<file path="src/rtl/sync_fifo_param.sv">
// sync_fifo_param: parametrised single-clock FIFO.
// Configurable width/depth, standard or first-word-fall-through read,
// programmable almost-full/almost-empty thresholds, occupancy count and
// sticky overrun/underrun error flags with a software clear.
// Status flags decode the registered count only, so they carry no
// combinational path from we/re.
module sync_fifo_param #(
  parameter int DATA_WIDTH = 8,
  parameter int DEPTH      = 16,
  parameter bit FWFT       = 1'b0,
  localparam int AW        = $clog2(DEPTH),
  localparam int CW        = AW + 1
) (
  input  logic                  clk,
  input  logic                  rst,
  input  logic                  we,
  input  logic [DATA_WIDTH-1:0] w_data,
  input  logic                  re,
  output logic [DATA_WIDTH-1:0] r_data,
  input  logic [CW-1:0]         af_level,
  input  logic [CW-1:0]         ae_level,
  input  logic                  clr_err,
  output logic [CW-1:0]         count,
  output logic                  full,
  output logic                  empty,
  output logic                  almost_full,
  output logic                  almost_empty,
  output logic                  overrun,
  output logic                  underrun
);

  // Storage is left uninitialised on reset; only the pointers are cleared.
  logic [DATA_WIDTH-1:0] mem_q [DEPTH];

  logic [AW-1:0] wp_q, wp_d;
  logic [AW-1:0] rp_q, rp_d;
  logic [CW-1:0] count_q, count_d;
  logic          overrun_q, overrun_d;
  logic          underrun_q, underrun_d;

  logic          rd_acc;
  logic          wr_acc;

  // Status decodes from the registered occupancy.
  assign count        = count_q;
  assign empty        = (count_q == '0);
  assign full         = (count_q == CW'(DEPTH));
  assign almost_full  = (count_q >= af_level);
  assign almost_empty = (count_q <= ae_level);
  assign overrun      = overrun_q;
  assign underrun     = underrun_q;

  // Acceptance: a write into a full FIFO is only taken when a read frees a slot
  // in the same cycle; a read of an empty FIFO is always rejected.
  always_comb begin
    rd_acc = re & ~empty;
    wr_acc = we & (~full | rd_acc);
  end

  // Next-state for pointers and occupancy.
  always_comb begin
    wp_d    = wp_q;
    rp_d    = rp_q;
    count_d = count_q;
    if (wr_acc) begin
      wp_d = wp_q + AW'(1);
    end
    if (rd_acc) begin
      rp_d = rp_q + AW'(1);
    end
    case ({wr_acc, rd_acc})
      2'b10:   count_d = count_q + CW'(1);
      2'b01:   count_d = count_q - CW'(1);
      default: count_d = count_q;
    endcase
  end

  // Sticky error flags: a new error in the clearing cycle takes precedence.
  always_comb begin
    overrun_d  = overrun_q;
    underrun_d = underrun_q;
    if (clr_err) begin
      overrun_d  = 1'b0;
      underrun_d = 1'b0;
    end
    if (we & ~wr_acc) begin
      overrun_d = 1'b1;
    end
    if (re & ~rd_acc) begin
      underrun_d = 1'b1;
    end
  end

  // Control state registers with synchronous reset.
  always_ff @(posedge clk) begin
    if (rst) begin
      wp_q       <= '0;
      rp_q       <= '0;
      count_q    <= '0;
      overrun_q  <= 1'b0;
      underrun_q <= 1'b0;
    end else begin
      wp_q       <= wp_d;
      rp_q       <= rp_d;
      count_q    <= count_d;
      overrun_q  <= overrun_d;
      underrun_q <= underrun_d;
    end
  end

  // Memory write port; suppressed while reset is asserted.
  always_ff @(posedge clk) begin
    if (!rst && wr_acc) begin
      mem_q[wp_q] <= w_data;
    end
  end

  generate
    if (FWFT) begin : g_fwft
      // Head word is presented continuously; re acknowledges it.
      assign r_data = mem_q[rp_q];
    end else begin : g_std
      logic [DATA_WIDTH-1:0] r_data_q;

      // Registered read: load the head word on an accepted read, hold otherwise.
      always_ff @(posedge clk) begin
        if (rst) begin
          r_data_q <= '0;
        end else if (rd_acc) begin
          r_data_q <= mem_q[rp_q];
        end
      end

      assign r_data = r_data_q;
    end
  endgenerate

endmodule

</file>
<file path="config.mk">
export PLATFORM = sky130hd
export DESIGN_NAME = sync_fifo_param
export DESIGN_NICKNAME = d
export VERILOG_FILES = /design/src/rtl/sync_fifo_param.sv
export SDC_FILE = /design/constraint.sdc
export NUM_CORES = 1
export LEC_CHECK = 0
export CAP_MARGIN = 40
export CORE_MARGIN = 2
export CORE_UTILIZATION = 45
export CTS_CLUSTER_DIAMETER = 100
export CTS_CLUSTER_SIZE = 25
export DETAILED_ROUTE_END_ITERATION = 6
export HOLD_SLACK_MARGIN = 0.02
export PLACE_DENSITY = 0.66
export SLEW_MARGIN = 30
export SYNTH_ARGS = -nofsm -noshare
export SYNTH_HDL_FRONTEND = slang
export SYNTH_SLANG_ARGS = --single-unit
</file>
<file path="constraint.sdc">
create_clock -name clk -period 2.3 [get_ports clk]
set_input_delay 0.46 -clock clk [delete_from_list [all_inputs] [get_ports clk]]
set_output_delay 0.46 -clock clk [all_outputs]
set_load 0.03 [all_outputs]
</file>
==> results.md, run 1 <==
- Status: finished, violations left
- Failing checks: negative setup slack
- First-pass GRT wire length: 20.6 mm
- Critical path endpoint category: flip-flop
- Antenna diode instance count: 0
- Most Crowded Layer GR: met2
- Post-synthesis cell count: 403
- Synth Area in Adders: 3.92%
- Synth Area in XOR/XNOR: 1.26%
- R2R depth: 10
- Min-delay worst type: reg2reg
- Met2 Resource Use GR: 29.6%
- DRC: 0
- Final net count: 532
- Die Ht: 122 um
- Hold Path Depth: 2
- Crit path max fanout: 5
- Iter 0 DRT Violations: 382
- Met1 usage: 26.5%
- Placed Cells: 646
- Worst Path Required: 2.59 ns
- Initial antenna violation count: 0
- Max Cap Violations: 0
- Area of the multi-input gates: 1880 um2
- Hold path start: overrun
- Min Tclk post-route: 2.34 ns
- CP Launch Point: count[1]
- Post-synthesis compound-gate area fraction: 5.56%
- Filler cells: 1097
- Reg clk slew, reported paths: 0.06 ns
- Peak supply drop: 549 uV
- Final Skew: 0.0104 ns
- Most numerous cell in the Yosys netlist: edfxtp_1
- CORE AREA: 13700 um2
- Achievable Freq: 427 MHz
- H-tree depth: 4
- Post-synth net total: 445
- Synth-to-layout area growth: 25.4%
- Sequential area share after synthesis: 68.8%
- Clock buffer count from CTS: 17
- Mapped Area: 6260 um2
- Unrepaired setup endpoints after global routing: true
- Vias per cell: 5.36
- Final hold vios: 0
- Clock Latency Late Sink: 0.42 ns
- Die area: 14900 um2
- Rows: 43
- Largest net degree at the start of global routing: 24
- Count of final setup violators: 2
- Crit share post-route: 102%
- Mux cell area share after synthesis: 12.0%
- Worst-case clock buffer depth: 2
- # IOs: 42
- Worst slew margin: 48.4%
- Largest cells by area after synthesis: edfxtp_1 (61%), dfxtp_1 (7.4%), mux2i_1 (5.9%)
- Post-DR wirelength/cell: 19.5 um
- Port-buffer cells: 41
- Root buffer selected by CTS: clkbuf_16
- Post-synth top flop: edfxtp_1
- GR met3 Demand/Resource: 4.45%
- Worst R2R Start: count[1]
- Critical path arrival: 2.63 ns
- Final HPWL DP: 8.62 mm
- PwrDens: 1060 nW/um2
- Die width: 122 um
- Final std cells w/o fill: 683
- Seq cells post-synth: 151
- Asr flop ratio synth: 0%
- Max Slew Vio Count: 0
- Synth Area per Inst: 15.5 um2
- Yosys top cell by area: edfxtp_1
- Synth Area in Simple Gates: 6.16%
- Total congestion overflow: 0
- Synth top cells by count: edfxtp_1 (128), nor2_1 (54), mux2i_1 (37)
- Placed cell area: 7190 um2
- CTS tree: done
- Setup WS pre-CTS: -0.518 ns
- Synth top area share: 61.4%
- Post-synth EDFFs: 128
- Vias in the first global route: 3694
- Worst setup slack after layout: -0.0397 ns
- Tightest Pin Transition: 0.771 ns
- Routability Congestion: 0.791
- Total GRT Usage: 19.1%
- Final wirelength: 13.3 mm
- Design area: 7850 um2
- Seq. cell area: 4320 um2
- Static leakage: 2.69 nW
- Vias post-DR: 3661
- DRT Pass-1 Iters: 4
- Share of cells above drive strength 1: 22.5%
- Syn. warnings: 0
- WS Path Type: reg2reg
- Initial Utilization: 45.6%
- Antenna-violating nets left: 0
- Worst Setup Start Kind: flip-flop
- Largest family of logic cells by synthesized area: multiplexers
- CTS sink cnt: 151
- Synth unique cells: 36
path summary, 6_finish.rpt:
check / end / slack [ns]
setup / recovery: count[4] / -0.04
hold / removal: overrun / 0.49
setup reg to reg: count[4] / -0.04
hold reg to reg: overrun / 0.49
flip-flops by register name, indices dropped and copies added, names as in the netlist:
name      flops
overrun       1
wp_q          4
underrun      1
rp_q          4
r_data        8
mem_q       128
count         5
worst max-delay path: stages (launching register included):
cell and delay [ns]:
dfxtp_4 0.37, buf_6 0.12, nor4_4 0.29, and2_4 0.21
nor3_4 0.06, ha_1 0.30, a21o_1 0.16, a21oi_4 0.08
or3_1 0.33, a32oi_2 0.21, a21oi_1 0.09
area by class of cell:
cell class	instances	share of cell area, %
Clock buffer	20	5.56
Clock inverter	12	1.93
Inverter	16	0.765
Multi-Input combinational cell	217	23.9
Sequential cell	151	55.0
Tap cell	180	2.87
Timing Repair Buffer	87	9.92
report_power, final:
part	internal, mW	switching, mW	total [mW]
Sequential	3.13	0.149	3.28
Combinational	1.05	1.20	2.25
Clock	1.71	1.06	2.77
metal layers:
layer | up-vias | share of wire, %
li1 | 1717 | -
met1 | 1823 | 46
met2 | 107 | 48
met3 | 14 | 5.2
met4 | 0 | 1.5
met5 | - | 0
kinds of logic after synthesis:
| kind of cell | count (synthesis) |
|---|---|
| flip-flops | 151 |
| AND/OR/NAND/NOR | 85 |
| multiplexers | 54 |
| AO/OA/AOI/OAI | 50 |
| buffers and inverters | 35 |
| adder cells (fa/ha/maj) | 19 |
| XOR/XNOR | 9 |
repair_timing:
| action | 4_1_cts | 5_1_grt |
|---|---|---|
| hold buffers | 0 | 0 |
| setup endpoints to repair | 5 | 5 |
| resized for setup | 12 | 13 |
| pin swaps | 4 | 14 |
| hold endpoints to repair | 0 | 0 |
| setup buffers | 1 | 4 |
through the flow:
step / utilization (%) / setup TNS, ns / total power, mW / hold slack, ns
global placement: 52.4 / -3.16 / 5.45 / 0.483
CTS: 56.9 / -0.209 / 8.28 / 0.492
finish: 57.2 / -0.0634 / 8.30 / 0.490
detailed placement: 52.4 / -4.94 / 5.50 / 0.477
global route: 57.2 / -0.246 / 8.66 / 0.526
floorplan: - / -0.0746 / 4.68 / 0.536
layout by cell type (no fill, tap or decap), types with 3 or more instances in the layout:
cell type	n
nor2_1	54
clkdlybuf4s50_1	36
nand2_1	11
dfxtp_1	17
edfxtp_1	128
buf_12	3
mux4_2	16
a21oi_1	6
clkbuf_16	17
dfxtp_2	4
clkbuf_1	3
a22oi_1	9
xnor2_1	4
nor2b_1	4
buf_4	43
ha_1	16
mux2i_1	37
a311oi_1	8
xor2_1	5
inv_1	14
or3_1	3
o22ai_1	16
bufinv_16	3
No activity file was read; power rests on OpenSTA's default activity.
==> run 2, diff against run 1 <==
--- a/config.mk
+++ b/config.mk
@@ -14,3 +14,3 @@
 export HOLD_SLACK_MARGIN = 0.02
-export PLACE_DENSITY = 0.66
+export RECOVER_POWER = 25
 export SLEW_MARGIN = 30
==> constraint.sdc (replaced) <==
create_clock -name clk -period 2.2 [get_ports clk]
set_input_delay 0.55 -clock clk [delete_from_list [all_inputs] [get_ports clk]]
set_output_delay 0.55 -clock clk [all_outputs]
set_load 0.03 [all_outputs]
==> results.md, run 2 (synthesized netlist as in run 1, its figures left out) <==
- Root buffer selected by CTS: clkbuf_16
- Max reg flops: 128
- Psw: 2.56 mW
- Reg clk slew, reported paths: 0.06 ns
- DRT Pass-1 Iters: 4
- Sequential Power Share: 38.9%
- Met2 Resource Use GR: 30.4%
- Failing checks: negative setup slack
- Crit share post-route: 107%
- Seq. cell area: 4310 um2
- Int Power: 6.16 mW
- Share of cells above drive strength 1: 25.8%
- Final std cells w/o fill: 687
- Setup WS pre-CTS: -0.759 ns
- Total congestion overflow: 0
- Most frequent cells in the layout: edfxtp_1 (128), nor2_1 (52), buf_4 (46)
- CTS tree: done
- Placed cell area: 7220 um2
- Final HPWL DP: 8.68 mm
- Initial Utilization: 45.6%
- Commonest non-fill, non-tap cell in the layout: edfxtp_1
- Max Slew Vio Count: 0
- Tightest Pin Transition: 0.675 ns
- Clock Latency Late Sink: 0.42 ns
- Total negative slack: -0.273 ns
- Achievable Freq: 425 MHz
- Final wirelength: 13.2 mm
- Die Ht: 122 um
- Port-buffer cells: 41
- Antenna-violating nets left: 0
- Routability Congestion: 0.813
- Crit path max fanout: 2
- Largest net degree at the start of global routing: 51
- Vias in the first global route: 3751
- Final Skew: 0.0124 ns
- GR met3 Demand/Resource: 4.35%
- Filler cells: 1068
- Min-delay worst type: reg2reg
- Final hold slack: 0.494 ns
- Critical path arrival: 1.81 ns
- H-tree depth: 4
- Static leakage: 2.76 nW
- Total chip power: 8.72 mW
- Worst-case clock buffer depth: 2
- Hold Buf Count CTS: 0
- CORE AREA: 13700 um2
- Die width: 122 um
- Design area: 7930 um2
- Synth-to-layout area growth: 26.7%
- Comb pwr share: 29.6%
- Post-DR wirelength/cell: 19.3 um
- Clock Power Share: 31.5%
- Vias per cell: 5.32
- Met1 usage: 26.7%
- # IOs: 42
- Antenna diode instance count: 0
- Final hold vios: 0
- Count of final setup violators: 3
- Rows: 43
- Largest reg by FF count: mem_q
- Final net count: 536
- WS Path Type: in2out
- Worst Setup Start Kind: input pin
- Peak supply drop: 504 uV
- Total GRT Usage: 19.6%
- Unrepaired setup endpoints after global routing: true
- DRC: 0
- Iter 0 DRT Violations: 277
- Worst slew margin: 54.9%
- Min Tclk post-route: 2.36 ns
- CTS sink cnt: 151
- Status: finished, violations left
- Worst Path Required: 1.65 ns
- Vias post-DR: 3653
- Critical path endpoint category: output port
- Worst setup slack after layout: -0.156 ns
- Switching share of power: 29.3%
- Most Crowded Layer GR: met2
- Area of the multi-input gates: 1930 um2
- Placed Cells: 651
- Die area: 14900 um2
- Util after Layout: 57.8%
- Initial antenna violation count: 0
- First-pass GRT wire length: 20.8 mm
- Clock buffer count from CTS: 17
- PwrDens: 1100 nW/um2
- Max Cap Violations: 0
## run 2: cell type report
type | count | share of cell area [%]
Sequential cell | 151 | 54.4
Multi-Input combinational cell | 217 | 24.4
Timing Repair Buffer | 91 | 10.4
Clock buffer | 18 | 5.41
Tap cell | 180 | 2.84
Clock inverter | 14 | 1.70
Inverter | 16 | 0.789
## run 2: worst paths after layout
path / slack [ns] / depth (start not counted) / start / to
min: 0.49 / 2 / overrun / overrun
max: -0.16 / 7 / ae_level[4] / almost_empty
min reg2reg: 0.49 / 2 / overrun / overrun
max reg2reg: -0.05 / 12 / count[1] / count[4]
## run 2: power groups by stage
stage,sequential (mW),combinational [mW],clock [mW]
after CTS,3.39,2.57,2.80
after floorplan,3.67,1.22,0
after global routing,3.40,2.81,2.92
after global placement,3.44,2.36,0
final,3.39,2.58,2.75
after detailed placement,3.44,2.40,0
## run 2: critical path, cell delays in order
cell and delay, ns:
clkdlybuf4s50_1 0.45, inv_1 0.04, ha_1 0.28, and4_1 0.16
nand2_1 0.05, o211ai_1 0.08, buf_4 0.18
## run 2: what timing repair did
action	CTS	global route
cloned	0	0
setup endpoints to repair	5	9
buffers inserted	3	1
pin swaps	11	10
resized for setup	32	9
hold endpoints to repair	0	0
## run 2: routing by layer
layer	part of all wire, %	routed length [um]	vias to the layer above
met5	0	0	-
met4	1.9	255	0
met3	4.7	625	17
met2	47	6280	92
met1	46	6080	1817
li1	-	-	1727
==> run 3, diff against run 2 <==
- GPL_ROUTABILITY_DRIVEN: default -> 0
==> results of run 3 <==
The final DEF is identical to that of run 2; final timing and power are the same.
